## config.mk

```make
export PLATFORM = sky130hd
export DESIGN_NAME = if_stage
export DESIGN_NICKNAME = d
export VERILOG_FILES = /design/src/rtl/if_stage.sv
export SDC_FILE = /design/constraint.sdc
export NUM_CORES = 1
export LEC_CHECK = 0
export BUFFER_PORTS_ARGS = -buffer_cell sky130_fd_sc_hd__buf_2
export CAP_MARGIN = 30
export CORE_MARGIN = 4
export CORE_UTILIZATION = 42
export CTS_CLUSTER_SIZE = 16
export DETAILED_ROUTE_END_ITERATION = 10
export PLACE_DENSITY = 0.73
export SLEW_MARGIN = 20
export SYNTH_ARGS = -nofsm -noshare
export SYNTH_HDL_FRONTEND = slang
export SYNTH_SLANG_ARGS = --single-unit
export TNS_END_PERCENT = 30
```

## constraint.sdc

```tcl
create_clock -name clk -period 12.6 [get_ports clk]
set_clock_uncertainty 0.2 [all_clocks]
set_input_delay 0 -clock clk [delete_from_list [all_inputs] [get_ports clk]]
set_output_delay 0 -clock clk [all_outputs]
set_load 0.005 [all_outputs]
```

## src/rtl/if_stage.sv

```systemverilog
// Instruction-fetch stage: tracks the PC of an issued inst-bus request, waits for its
// data_ok, buffers the word across ID stalls and drops responses orphaned by a flush.
module if_stage #(
    parameter int XLEN  = 32,
    parameter int CNT_W = 2
) (
    input  logic            clk,
    input  logic            reset,
    input  logic            pfs_to_fs_valid,
    input  logic [XLEN-1:0] pfs_pc,
    input  logic            pfs_bd,
    output logic            fs_allowin,
    output logic            fs_valid,
    input  logic            inst_data_ok,
    input  logic [XLEN-1:0] inst_rdata,
    input  logic            ds_allowin,
    output logic            fs_to_ds_valid,
    output logic [XLEN-1:0] fs_to_ds_pc,
    output logic [XLEN-1:0] fs_to_ds_inst,
    output logic            fs_to_ds_bd,
    output logic            fs_to_ds_adel,
    input  logic            flush
);

    localparam int MAX_DISCARD = 2;

    logic            fs_valid_q, fs_valid_d;
    logic [XLEN-1:0] fs_pc_q, fs_pc_d;
    logic            fs_bd_q, fs_bd_d;
    logic [XLEN-1:0] inst_buf_q, inst_buf_d;
    logic            inst_buf_valid_q, inst_buf_valid_d;
    logic [CNT_W-1:0] discard_cnt_q, discard_cnt_d;

    logic             resp_live;
    logic             discard_hit;
    logic             fs_ready_go;
    logic             accept;
    logic             own_pending;
    logic [CNT_W:0]   cnt_sum;

    // A response is ours only once every orphaned response ahead of it has drained.
    assign resp_live   = inst_data_ok & (discard_cnt_q == '0);
    assign discard_hit = inst_data_ok & (discard_cnt_q != '0);
    assign fs_ready_go = inst_buf_valid_q | (fs_valid_q & resp_live);
    assign fs_allowin  = !fs_valid_q | (fs_ready_go & ds_allowin);
    assign accept      = pfs_to_fs_valid & fs_allowin & !flush;
    assign own_pending = fs_valid_q & !fs_ready_go;

    assign fs_valid       = fs_valid_q;
    assign fs_to_ds_valid = fs_valid_q & fs_ready_go & !flush;
    assign fs_to_ds_pc    = fs_pc_q;
    assign fs_to_ds_inst  = inst_buf_valid_q ? inst_buf_q : inst_rdata;
    assign fs_to_ds_bd    = fs_bd_q;
    assign fs_to_ds_adel  = fs_pc_q[1:0] != 2'b00;

    // Orphans created by a flush: our own unanswered request plus one issued this cycle.
    assign cnt_sum = {1'b0, discard_cnt_q}
                   + {{CNT_W{1'b0}}, own_pending}
                   + {{CNT_W{1'b0}}, pfs_to_fs_valid}
                   - {{CNT_W{1'b0}}, discard_hit};

    always_comb begin
        fs_valid_d       = fs_valid_q;
        fs_pc_d          = fs_pc_q;
        fs_bd_d          = fs_bd_q;
        inst_buf_d       = inst_buf_q;
        inst_buf_valid_d = inst_buf_valid_q;
        discard_cnt_d    = discard_cnt_q;

        if (flush) begin
            fs_valid_d       = 1'b0;
            inst_buf_valid_d = 1'b0;
            discard_cnt_d    = cnt_sum[CNT_W-1:0];
        end else begin
            discard_cnt_d = discard_cnt_q - {{(CNT_W-1){1'b0}}, discard_hit};
            if (accept) begin
                fs_valid_d       = 1'b1;
                fs_pc_d          = pfs_pc;
                fs_bd_d          = pfs_bd;
                inst_buf_valid_d = 1'b0;
            end else if (fs_ready_go && ds_allowin) begin
                fs_valid_d       = 1'b0;
                inst_buf_valid_d = 1'b0;
            end else if (fs_valid_q && resp_live && !inst_buf_valid_q && !ds_allowin) begin
                inst_buf_d       = inst_rdata;
                inst_buf_valid_d = 1'b1;
            end
        end
    end

    always_ff @(posedge clk) begin
        if (reset) begin
            fs_valid_q       <= 1'b0;
            fs_pc_q          <= '0;
            fs_bd_q          <= 1'b0;
            inst_buf_valid_q <= 1'b0;
            discard_cnt_q    <= '0;
        end else begin
            fs_valid_q       <= fs_valid_d;
            fs_pc_q          <= fs_pc_d;
            fs_bd_q          <= fs_bd_d;
            inst_buf_valid_q <= inst_buf_valid_d;
            discard_cnt_q    <= discard_cnt_d;
        end
        inst_buf_q <= inst_buf_d;
    end

    // The bus allows at most two outstanding responses, so more orphans is a design error.
    always_ff @(posedge clk) begin
        if (!reset && flush) begin
            assert (int'(cnt_sum) <= MAX_DISCARD);
        end
    end

endmodule

```

==> results of run 1 <==
## metal layers
layer / track usage [%] / vias to the layer above / share of wire, %
li1: - / 1274 / -
met1: 21.28 / 1182 / 44
met2: 30.26 / 117 / 46
met3: 6.010 / 14 / 8.2
met4: 6.980 / 0 / 1.5
met5: 0 / - / 0
## path summary, 6_finish.rpt
path,from,to,slack (ns),depth (start not counted)
max,discard_cnt_q[1],discard_cnt_q[1],10.27,7
min,pfs_to_fs_valid,discard_cnt_q[0],0.06,4
max reg2reg,discard_cnt_q[1],discard_cnt_q[1],10.27,7
min reg2reg,fs_to_ds_pc[2],fs_to_ds_pc[2],0.27,2
## worst max-delay path, stage by stage (launching register included)
cell and delay, ns:
dfxtp_1 0.38, nor2_1 0.09, nor2b_1 0.24, ha_1 0.30, fa_1 0.41, xnor2_1 0.13, mux2i_1 0.14, mux2_2 0.34
## kinds of logic (layout without fill, tap and decap cells)
logic type,count (synthesis),in the layout,share of synthesized area (%)
XOR/XNOR,1,1,0.2808
flip-flops,69,69,54.55
multiplexers,67,67,22.82
AND/OR/NAND/NOR,81,81,15.93
buffers and inverters,17,237,2.888
AO/OA/AOI/OAI,5,5,1.685
adder cells (fa/ha/maj),4,4,1.845
## state kept, by name (all words and copies together) (netlist names)
register,flops
fs_valid,1
fs_to_ds_bd,1
fs_to_ds_pc,32
discard_cnt_q,2
inst_buf_q,32
inst_buf_valid_q,1
## stage by stage
step,setup WS (ns),cell area (µm²),total power [mW],hold WS (ns),cells
floorplan,8.065,3119,0.2923,-0.1011,244
global placement,10.35,3885,0.3199,-0.007513,470
detailed placement,10.28,3885,0.3215,-0.008048,470
CTS,10.26,4862,0.5315,0.03541,563
global route,10.16,4862,0.5523,0.09750,563
finish,10.27,4862,0.5246,0.05688,563
## power by group through the flow
stage | combinational, mW | clock (mW) | sequential (mW)
after floorplan | 0.0394 | 0 | 0.253
after global placement | 0.0674 | 0 | 0.252
after detailed placement | 0.0687 | 0 | 0.253
after CTS | 0.0869 | 0.197 | 0.248
after global routing | 0.0964 | 0.207 | 0.249
final | 0.0873 | 0.189 | 0.248
## cell usage in the layout, fill, tap and decap left out, drive strengths merged
cell / count
a211oi: 2
a311oi: 1
a31oi: 1
buf: 142
bufinv: 2
clkbuf: 11
clkinv: 3
dfxtp: 37
dlygate4sd3: 77
edfxtp: 32
fa: 1
ha: 3
inv: 2
mux2: 33
mux2i: 34
nand2: 2
nand2b: 66
nand3: 2
nand4bb: 1
nor2: 3
nor2b: 3
nor3: 1
nor3b: 1
nor4: 1
o21ai: 1
or2: 1
xnor2: 1
## cell type report
class / instances / area (µm²)
tap: 99 / 123.9
timing repair buffer: 219 / 1489
fill: 544 / 2391
multi-input combinational: 158 / 1334
inverter: 2 / 7.507
clock buffer: 11 / 131.4
clock inverter: 5 / 75.07
sequential: 69 / 1702
## repair_timing
action,in CTS,in global routing
resized for setup,0,0
endpoints found under the hold margin,69,0
setup buffers,0,0
hold buffers,77,0
==> key figures, run 1 <==
Outcome
  – Status: completed

Power
  – Power Dens Cells: 107.9 nW/µm²
  – Sequential share of power: 47.3%
  – Int Power: 0.4066 mW
  – Logic pwr share: 16.6%
  – Peak VDD IR: 62.89 µV
  – Sw Pwr: 0.1181 mW
  – Switching power as a share of total power: 22.51%
  – Pleak: 2.087 nW
  – Clk pwr share: 36.0%

GRT
  – Vias in the first global route: 2683
  – Total gr overflow: 0
  – Antenna violations before repair: 0
  – Largest net degree at the start of global routing: 72
  – Total GRT Usage: 18.05%
  – Global-route wire length before repair: 12.56 mm

Placed design
  – Gpl congestion: 0.7680
  – Buffers on Ports: 139
  – Hpwl dp: 4.658 mm

Run
  – MaxCap Viol Count: 0

Synthesis
  – Yosys warns: 0
  – Synth Cell Area: 3119 µm²
  – Post-synthesis sequential area ratio: 54.55%
  – Netlist cell types: 25
  – Post-synthesis instance total: 244
  – Yosys reg bits: 69
  – Post-synth top cells: nand2b_1, dfxtp_1, mux2i_1, mux2_2, edfxtp_1
  – Mapped Nets: 319
  – Number of synthesized flops with an enable pin: 32
  – Top cells by area, synth: edfxtp_1, dfxtp_1, nand2b_1
  – Largest area contributor in the netlist: edfxtp_1
  – Most used DFF post-synth: dfxtp_1
  – Syn Area/Cell: 12.78 µm²
  – Share of the synthesized area in the top cell type: 30.81%
  – Cell with the most instances after synthesis: nand2b_1
  – Asr flop ratio synth: 0%

Timing
  – Period minus WS final: 2.335 ns
  – RSZ-0062 raised after global routing: no
  – Slew HR: 43.69%
  – Final setup TNS: 0 ns
  – Worst-Margin Slew: 0.8447 ns
  – Hold Violations, Final: 0
  – Final worst path period share: 18.53%
  – Count of pins over their slew limit: 0
  – Final setup viols: 0
  – Max Freq: 428.3 MHz

Detailed routing
  – DRT antenna net count: 0
  – # DRC: 0
  – Routed WL: 7.927 mm
  – Via count: 2587
  – DR pass1 iterations: 4
  – Iter 0 DRT Violations: 73
  – Vias/cell: 4.595
  – Routed WL per cell: 14.08 µm

Worst setup path
  – CP Max Fanout: 4
  – Crit. End Element: register
  – Worst setup SP type: register
  – Arrival @ worst endpoint: 2.35 ns
  – Type of the worst setup path: register to register
  – CP Data Required Time: 12.62 ns

CTS
  – Clock root cell: clkbuf_8
  – Clock transition at the registers of the reported paths: 0.07 ns
  – Worst-Skew Late Latency: 0.33 ns
  – CTS tree: done
  – H-tree levels: 3
  – CTS sink cnt: 69
  – Clock Path Buffers: 2
  – TritonCTS buffer count: 9

Cells and area
  – Antenna cells: 0
  – Area delta synth->final: 55.88%
  – Nets: 534
  – Final core utilization: 67.03%
  – Share of layout cells above drive strength 1: 41.38%

Floorplan
  – I/O pin count: 140
  – FP Rows: 31
  – Die X: 94.18 µm
  – Die Y-Extent: 94.18 µm
  – Die footprint: 8870 µm²
  – Core area: 7253 µm²
  – Initial Util: 43.01%

Worst hold path
  – Hold Path Class: primary input to register
(Power assumes the default switching activity.)
==> run 2: changes to the inputs <==
Settings changed: PLACE_DENSITY 0.73 to 0.75.
Clock period 12.6 ns to 1.95 ns, I/O delays scaled along.
==> run 2 against run 1 <==
The flow now finishes with violations (negative setup slack). Power increased to 6.5 times the previous value. Fmax up 11%. Routed wire length is 5.5% higher. Sequential power grew to 6.5 times the previous value. Hold slack worse by 0.027 ns. Utilization rose by 1.9 points. Final area is 2.9% higher. Via count increased by 3.1%. Critical path depth unchanged. Register-to-register slack lost 10 ns.
==> key figures, run 2 (synthesis gave the netlist of run 1 again) <==
Power
  – Peak VDD IR: 377.4 µV (+500%)
  – Power Dens Cells: 681.0 nW/µm² (+530%)
  – Pleak: 2.113 nW (+1.3%)

Detailed routing
  – Routed WL per cell: 14.65 µm (+4.0%)
  – DR pass1 iterations: 4 (unchanged)
  – Via count: 2668 (+3.1%)
  – DRT antenna net count: 0 (unchanged)
  – # DRC: 0 (unchanged)
  – Iter 0 DRT Violations: 78 (+6.8%)
  – Routed WL: 8.365 mm (+5.5%)
  – Vias/cell: 4.673 (+1.7%)

Timing
  – Final setup viols: 1 (+1)
  – Max Freq: 473.8 MHz (+11%)
  – Worst-Margin Slew: 0.4561 ns (-0.3886 ns)
  – Slew HR: 69.60% (+26 points)
  – Count of pins over their slew limit: 0 (unchanged)
  – Hold Slack: 0.03009 ns (-0.02679 ns)
  – Final worst path period share: 108.2% (+90 points)
  – Hold Violations, Final: 0 (unchanged)
  – Period minus WS final: 2.111 ns (-0.2243 ns)
  – RSZ-0062 raised after global routing: yes
  – Final setup TNS: -0.1606 ns (-0.1606 ns)
  – Setup ws final: -0.1606 ns (-10.43 ns)

Worst setup path
  – FF-to-FF path depth: 7 (unchanged)
  – CP Max Fanout: 2 (-2)
  – Arrival @ worst endpoint: 2.14 ns (-0.21 ns)
  – CP Data Required Time: 1.97 ns (-10.65 ns)
  – Type of the worst setup path: register to register
  – Worst setup SP type: register
  – Crit. End Element: register

Cells and area
  – Final core utilization: 68.97% (+1.9 points)
  – Commonest non-fill, non-tap cell in the layout: buf_2
  – Antenna cells: 0 (unchanged)
  – Area delta synth->final: 60.37%
  – Share of layout cells above drive strength 1: 45.76% (+4.4 points)
  – Fin cells: 571 (+1.4%)
  – FF/Latch Area: 1704 µm² (+0.15%)
  – Nets: 542 (+1.5%)
  – Multi-input gate area: 1390 µm² (+4.2%)
  – # fillers: 505 (-7.2%)
  – Commonest non-fill, non-tap cells in the layout: buf_2, dlygate4sd3_1, nand2b_1

Floorplan
  – Die footprint: 8870 µm² (unchanged)
  – Core area: 7253 µm² (unchanged)
  – Initial Util: 43.01% (unchanged)
  – I/O pin count: 140 (unchanged)
  – Die Y-Extent: 94.18 µm (unchanged)
  – FP Rows: 31 (unchanged)
  – Die X: 94.18 µm (unchanged)

Placed design
  – Placed Cells: 481 (+2.3%)
  – Buffers on Ports: 139 (unchanged)
  – Hpwl dp: 4.880 mm (+4.8%)
  – Gpl congestion: 0.7637 (-0.56%)
  – Pre-CTS setup slack: -0.2704 ns (-10.55 ns)

CTS
  – Clock root cell: clkbuf_8
  – CTS tree: done
  – TritonCTS buffer count: 9 (unchanged)
  – Clock Path Buffers: 2 (unchanged)
  – CTS sink cnt: 69 (unchanged)
  – H-tree levels: 3 (unchanged)
  – Clock transition at the registers of the reported paths: 0.08 ns (about the same)
  – Worst-Skew Late Latency: 0.33 ns (about the same)

Worst hold path
  – Min-Delay Path Depth: 3 (-1)
  – Hold Path Class: primary input to register

GRT
  – Global-route wire length before repair: 13.11 mm (+4.3%)
  – Vias in the first global route: 2773 (+3.4%)
  – Total GRT Usage: 18.66% (+0.61 points)
  – Total gr overflow: 0 (unchanged)
  – Antenna violations before repair: 0 (unchanged)
  – Largest net degree at the start of global routing: 34 (-53%)

Outcome
  – Violated checks: negative setup slack
  – Status: complete, but fails checks

Run
  – MaxCap Viol Count: 0 (unchanged)
[run 2: cell types whose count changed in the layout (fill, tap and decap cells not counted), moves of 2 or more]
cell / delta
dfxtp_1: -2
dfxtp_2: +2
clkinvlp_4: +3
buf_6: +2
clkbuf_1: -2
dlygate4sd3_1: -5
buf_12: +2
buf_4: +8
[run 2: repair_timing]
action	4_1_cts	5_1_grt
setup endpoints to repair	1	55
gates cloned	0	1
resized for setup	11	3
buffers inserted	0	1
hold buffers	72	0
pin swaps	6	3
hold endpoints to repair	68	0
[run 2: layout make-up]
cell class                 instances  area share, %
sequential                        69          34.07
timing repair buffer             227          31.72
multi-input combinational        158          27.79
clock buffer                       9          2.476
tap                               99          2.476
clock inverter                     7          1.326
inverter                           2         0.1501
[run 2: worst paths after layout]
path	startpoint	end	slack, ns
setup / recovery	discard_cnt_q[0]	discard_cnt_q[1]	-0.16
hold / removal	flush	inst_buf_q[29]	0.03
setup reg to reg	discard_cnt_q[0]	discard_cnt_q[1]	-0.16
hold reg to reg	fs_to_ds_pc[18]	fs_to_ds_pc[18]	0.27
[run 2: report_power, final]
group | internal [mW] | switching (mW) | leakage [nW] | total (mW)
registers | 1.57 | 0.0372 | 0.591 | 1.61
logic | 0.421 | 0.267 | 1.43 | 0.688
clock network | 0.581 | 0.527 | 0.0887 | 1.11
[run 2: metrics by stage]
stage / total power [mW] / cell area, µm²
floorplan: 1.890 / 3159
CTS: 3.410 / 4949
detailed placement: 2.141 / 4001
global placement: 2.122 / 4001
finish: 3.407 / 5002
global route: 3.571 / 5002
[run 2: worst max-delay path, stage by stage (launching register included)]
cell,delay [ns]
dfxtp_2,0.37
nor2_4,0.05
nor2b_2,0.16
ha_4,0.22
fa_2,0.36
xnor2_1,0.13
mux2i_1,0.16
mux2_2,0.35
[run 2: layer usage]
metal	routed length, µm	track usage [%]	vias to the layer above	share of wire [%]
met5	0	0	-	0
met4	157	7.822	0	1.9
met3	696	5.609	15	8.3
met2	4014	30.73	118	48
met1	3497	22.60	1245	42
li1	-	-	1290	-
